File: src/rtl/spi_ram_arbiter.sv
// Two-port arbiter in front of the single-word SPI RAM controller.
// Optional `SPI_ARB_ROUND_ROBIN_EN selects round-robin arbitration instead of fixed priority.
`timescale 1ns/1ps

module spi_ram_arbiter #(
   parameter int unsigned ADDR_BITS      = 16,
   parameter int unsigned DATA_BITS      = 16,
   parameter int unsigned TIMEOUT_CYCLES = 1023
) (
   input  logic                 clk,
   input  logic                 rst_n,

   input  logic                 req0_valid,
   input  logic                 req0_we,
   input  logic [ADDR_BITS-1:0] req0_addr,
   input  logic [DATA_BITS-1:0] req0_wdata,
   output logic                 req0_done,
   output logic [DATA_BITS-1:0] req0_rdata,

   input  logic                 req1_valid,
   input  logic                 req1_we,
   input  logic [ADDR_BITS-1:0] req1_addr,
   input  logic [DATA_BITS-1:0] req1_wdata,
   output logic                 req1_done,
   output logic [DATA_BITS-1:0] req1_rdata,

   output logic [ADDR_BITS-1:0] mem_addr,
   output logic [DATA_BITS-1:0] mem_wdata,
   output logic                 mem_start_read,
   output logic                 mem_start_write,
   input  logic [DATA_BITS-1:0] mem_rdata,
   input  logic                 mem_busy,

   output logic [1:0]           grant,
   output logic                 timeout_err
);

   localparam int unsigned CNT_BITS = 16;

   typedef enum logic [2:0] {
      S_IDLE,
      S_ISSUE,
      S_SETTLE,
      S_WAIT,
      S_DONE
   } state_t;

   state_t                state;
   state_t                state_nxt;

   logic                  win;
   logic                  we_q;
   logic [CNT_BITS-1:0]   wd_cnt;
   logic                  wd_expire;

   logic                  any_valid;
   logic                  sel;
   logic                  sel_we;
   logic [ADDR_BITS-1:0]  sel_addr;
   logic [DATA_BITS-1:0]  sel_wdata;

`ifdef SPI_ARB_ROUND_ROBIN_EN
   logic                  last_served;
`endif

   assign any_valid = req0_valid | req1_valid;

   // Winner selection; a lone requester always wins.
   always_comb begin
      sel = 1'b0;
`ifdef SPI_ARB_ROUND_ROBIN_EN
      if (req0_valid && req1_valid) begin
         sel = ~last_served;
      end else begin
         sel = ~req0_valid;
      end
`else
      sel = ~req0_valid;
`endif
      sel_we    = sel ? req1_we    : req0_we;
      sel_addr  = sel ? req1_addr  : req0_addr;
      sel_wdata = sel ? req1_wdata : req0_wdata;
   end

   // State register.
   always_ff @(posedge clk or negedge rst_n) begin
      if (!rst_n) begin
         state <= S_IDLE;
      end else begin
         state <= state_nxt;
      end
   end

   // Next-state logic; the watchdog fires on the TIMEOUT_CYCLES-th busy WAIT cycle.
   always_comb begin
      state_nxt = state;
      wd_expire = 1'b0;
      case (state)
         S_IDLE: begin
            if (any_valid) begin
               state_nxt = S_ISSUE;
            end
         end
         S_ISSUE:  state_nxt = S_SETTLE;
         S_SETTLE: state_nxt = S_WAIT;
         S_WAIT: begin
            if (!mem_busy) begin
               state_nxt = S_DONE;
            end else if (wd_cnt == CNT_BITS'(TIMEOUT_CYCLES - 1)) begin
               state_nxt = S_DONE;
               wd_expire = 1'b1;
            end
         end
         S_DONE:   state_nxt = S_IDLE;
         default:  state_nxt = S_IDLE;
      endcase
   end

   // Request latch, memory-side outputs and grant.
   always_ff @(posedge clk or negedge rst_n) begin
      if (!rst_n) begin
         win             <= 1'b0;
         we_q            <= 1'b0;
         mem_addr        <= '0;
         mem_wdata       <= '0;
         mem_start_read  <= 1'b0;
         mem_start_write <= 1'b0;
         grant           <= 2'b00;
      end else begin
         mem_start_read  <= 1'b0;
         mem_start_write <= 1'b0;
         if (state == S_IDLE && any_valid) begin
            win             <= sel;
            we_q            <= sel_we;
            mem_addr        <= sel_addr;
            mem_wdata       <= sel_wdata;
            mem_start_read  <= ~sel_we;
            mem_start_write <= sel_we;
            grant           <= sel ? 2'b10 : 2'b01;
         end else if (state == S_DONE) begin
            mem_addr        <= '0;
            mem_wdata       <= '0;
            grant           <= 2'b00;
         end
      end
   end

   // Watchdog counter, cleared on entry to WAIT.
   always_ff @(posedge clk or negedge rst_n) begin
      if (!rst_n) begin
         wd_cnt <= '0;
      end else if (state == S_SETTLE) begin
         wd_cnt <= '0;
      end else if (state == S_WAIT && mem_busy) begin
         wd_cnt <= wd_cnt + CNT_BITS'(1);
      end
   end

   // Completion pulses, read data return and sticky timeout flag.
   always_ff @(posedge clk or negedge rst_n) begin
      if (!rst_n) begin
         req0_done   <= 1'b0;
         req1_done   <= 1'b0;
         req0_rdata  <= '0;
         req1_rdata  <= '0;
         timeout_err <= 1'b0;
      end else begin
         req0_done <= (state == S_WAIT) && (state_nxt == S_DONE) && !win;
         req1_done <= (state == S_WAIT) && (state_nxt == S_DONE) &&  win;
         if (state == S_WAIT && state_nxt == S_DONE) begin
            if (wd_expire) begin
               timeout_err <= 1'b1;
               if (win) begin
                  req1_rdata <= '0;
               end else begin
                  req0_rdata <= '0;
               end
            end else if (!we_q) begin
               if (win) begin
                  req1_rdata <= mem_rdata;
               end else begin
                  req0_rdata <= mem_rdata;
               end
            end
         end
      end
   end

`ifdef SPI_ARB_ROUND_ROBIN_EN
   // Last-served pointer; reset value 1 hands port 0 the first contention.
   always_ff @(posedge clk or negedge rst_n) begin
      if (!rst_n) begin
         last_served <= 1'b1;
      end else if (state == S_DONE) begin
         last_served <= win;
      end
   end
`endif

endmodule
File: config.mk
export PLATFORM = sky130hd
export DESIGN_NAME = spi_ram_arbiter
export DESIGN_NICKNAME = d
export VERILOG_FILES = /design/src/rtl/spi_ram_arbiter.sv
export SDC_FILE = /design/constraint.sdc
export NUM_CORES = 1
export LEC_CHECK = 0
export CORE_ASPECT_RATIO = 0.8
export CORE_MARGIN = 10
export CORE_UTILIZATION = 33
export DETAILED_ROUTE_END_ITERATION = 6
export MAX_ROUTING_LAYER = met4
export SYNTH_ARGS = -nofsm -noshare
export SYNTH_HDL_FRONTEND = slang
export SYNTH_SLANG_ARGS = --single-unit
File: constraint.sdc
create_clock -name clk -period 2 [get_ports clk]
set_input_delay 0.3 -clock clk [delete_from_list [all_inputs] [get_ports clk]]
set_output_delay 0.3 -clock clk [all_outputs]
set_load 0.02 [all_outputs]
==> qor.yml <==
drv_slew: 0
synth_nets: 471
routed-via-count: 3382
skew_ns: 0.00623
start_util_pct: 33.9
viasPerCell: 4.65
period_share_pct: 90.1
cp-end-kind: "flip-flop"
drt_iter0_drc: 109
port_buffers: 157
nets: 640
ys.flop_type: "dfrtp_1"
status: "completed"
synth-seq-cells: 92
grt_start_max_net_pins: 53
pwr-share-comb_pct: 44.2
swShare_pct: 37.1
utilization_pct: 52.1
p_leak_nw: 2.89
dpl.cell_count: 710
synth-edff-count: 0
ctsResizeCount: 0
diodes: 0
drc: 0
mappedNetlistArea_mm2: 0.00417
rsz0062_at_grt: "false"
tightest_slew_ns: 0.477
grtUsageTotal_pct: 14.5
grt_remaining_overflow: 0
r2r_slack_ns: 0.20
worst_path_largest_cell_delay_ns: 0.37
worstHoldPathType: "in -> async"
crit_type: "reg -> reg"
gp_congestion: 0.776
hold_viol_final: 0
coreArea_mm2: 0.0123
final_cell_count_no_fill: 727
fmax_ghz: 0.555
dieArea_mm2: 0.0176
synth-async-reset-ratio_pct: 100
irDropWorstVdd_mv: 0.512
worstReg2RegEnd: "req1_rdata[12]"
cp_cell_sequence: "inv_1 > ha_1 > nor3b_1 > nand4_2 > nor3_4 > buf_12 > nor2_1"
dr.pass1.iters: 4
cts_tree: "yes"
drive_gt1_share_pct: 9.35
crit_arrival_ns: 2.03
yosys_warnings: 0
syn_inst: 382
clockBufferDepth: 2
wire_per_inst_um: 16.7
p_per_area_mw_per_mm2: 1360
syn_avg_cell_area_um2: 10.9
r2r_cells: 7
clock-root-buffer: "clkbuf_16"
seq_area_frac_synth_pct: 55.2
syn_to_final_growth_pct: 53.7
switching_power_mw: 3.24
io_pins: 158
finalPower_mw: 8.75
slew-limit-headroom_pct: 67.9
finalSetupTns_ns: 0
rows: 36
critPathSlowestCell: "dfrtp_1"
clock_sinks: 92
clk_latency_ns: 0.34
seq_power_share_pct: 34.6
netlist-cell-type-count: 47
cp_max_fo: 16
timing.hold.ws_ns: 0.338
finalSetupViolCount: 0
grt_pass1_vias: 3699
crit_required_ns: 2.23
fin_crit_ns: 1.80
final_antenna_net_count: 0
power_frac_clock_pct: 21.1
internal_power_mw: 5.50
die_h_um: 121
grt_pass1_wl_mm: 20.0
maxCapViolCount: 0
dp_hpwl_mm: 9.25
antenna_found_initial: 0
cts_max_level: 3
die_w_um: 146
r2r-start: "wd_cnt[0]"
numCtsBuffers: 9
drt_wl_total_mm: 12.1
clk_pin_slew_ns: 0.07
critPathLaunchType: "flip-flop"
[cell usage after synthesis, drive strengths merged (5+ instances only)]
| library cell | number | area share [%] |
|---|---|---|
| dfrtp | 92 | 55 |
| nand3 | 7 | 1.3 |
| nand4 | 6 | 1.0 |
| a21oi | 6 | 0.81 |
| nand2 | 46 | 4.1 |
| mux2i | 65 | 16 |
| clkbuf | 10 | 0.93 |
| buf | 12 | 2.1 |
| or4 | 5 | 0.99 |
| nor2 | 47 | 4.2 |
| o21ai | 39 | 4.7 |
[sequential cells by signal (all words and copies together), names as in the netlist, 2 cells and up]
name / count
state: 3
mem_addr: 16
req0_rdata: 16
grant: 2
mem_wdata: 16
wd_cnt: 16
req1_rdata: 16
[metrics by stage]
stage	setup WS, ns	cell area (µm²)
after floorplan	0.182	4170
after global placement	0.0115	6080
after detailed placement	-0.0395	6080
after CTS	0.191	6410
after global routing	0.0368	6410
final	0.199	6410
[per-layer routing]
layer / wire (µm) / track usage, % / vias up
met2: 5320 / 20.8 / 119
li1: - / - / 1685
met3: 1160 / 6.86 / 13
met5: 0 / - / -
met4: 131 / 4.35 / 0
met1: 5500 / 17.9 / 1565
[power by group through the flow]
stage / Clock (mW) / Combinational (mW) / Sequential, mW
floorplan: 0 / 1.11 / 3.79
global placement: 0 / 3.91 / 3.03
detailed placement: 0 / 3.94 / 3.05
CTS: 1.90 / 3.95 / 3.04
global route: 1.98 / 4.21 / 3.13
finish: 1.85 / 3.87 / 3.03
[kinds of logic (layout without fill, tap and decap cells)]
| group | Yosys count | after routing | share of synthesized area (%) |
|---|---|---|---|
| flops | 92 | 92 | 55.2 |
| mux | 65 | 65 | 15.6 |
| xor+xnor | 7 | 7 | 1.47 |
| simple gates | 137 | 137 | 16.7 |
| buf+inv | 25 | 199 | 3.27 |
| compound gates | 54 | 54 | 7.20 |
| fa+ha+maj | 2 | 2 | 0.600 |
[cell usage in the layout, fill, tap and decap left out, types with 5 or more instances in the layout]
| cell type | Yosys | layout |
|---|---|---|
| a21oi_1 | 5 | 5 |
| buf_12 | 0 | 7 |
| buf_4 | 6 | 16 |
| clkbuf_16 | 0 | 9 |
| clkdlybuf4s50_1 | 0 | 155 |
| dfrtp_1 | 92 | 92 |
| mux2i_1 | 65 | 65 |
| nand2_1 | 46 | 46 |
| nand3_1 | 5 | 5 |
| nand4_1 | 5 | 5 |
| nor2_1 | 47 | 47 |
| o21ai_0 | 39 | 39 |
[critical path, delay by kind of cell (launching register included)]
family | cells | cell delay, ns
AND/OR/NAND/NOR | 4 | 0.92
flip-flops | 1 | 0.37
buffers and inverters | 2 | 0.24
adder cells (fa/ha/maj) | 1 | 0.15
[layout make-up]
type | count | area, µm²
sequential | 92 | 2300
clock buffer | 9 | 225
tap | 171 | 214
inverter | 3 | 11.3
clock inverter | 7 | 97.6
timing repair buffer | 180 | 1830
fill | 1080 | 5890
multi-input combinational | 265 | 1730
[worst max path at each step]
stage | start | end
finish | wd_cnt[0] | req1_rdata[12]
global route | wd_cnt[0] | req1_rdata[7]
CTS | wd_cnt[0] | req1_rdata[12]
detailed placement | mem_busy | wd_cnt[15]
global placement | mem_busy | wd_cnt[15]
floorplan | wd_cnt[0] | req1_rdata[10]
[what timing repair did]
action,in CTS,in global routing
hold buffers,1,0
endpoints found under the setup margin,0,0
buffers inserted,0,0
endpoints found under the hold margin,8,0
Power figures use the tool's default switching activity.
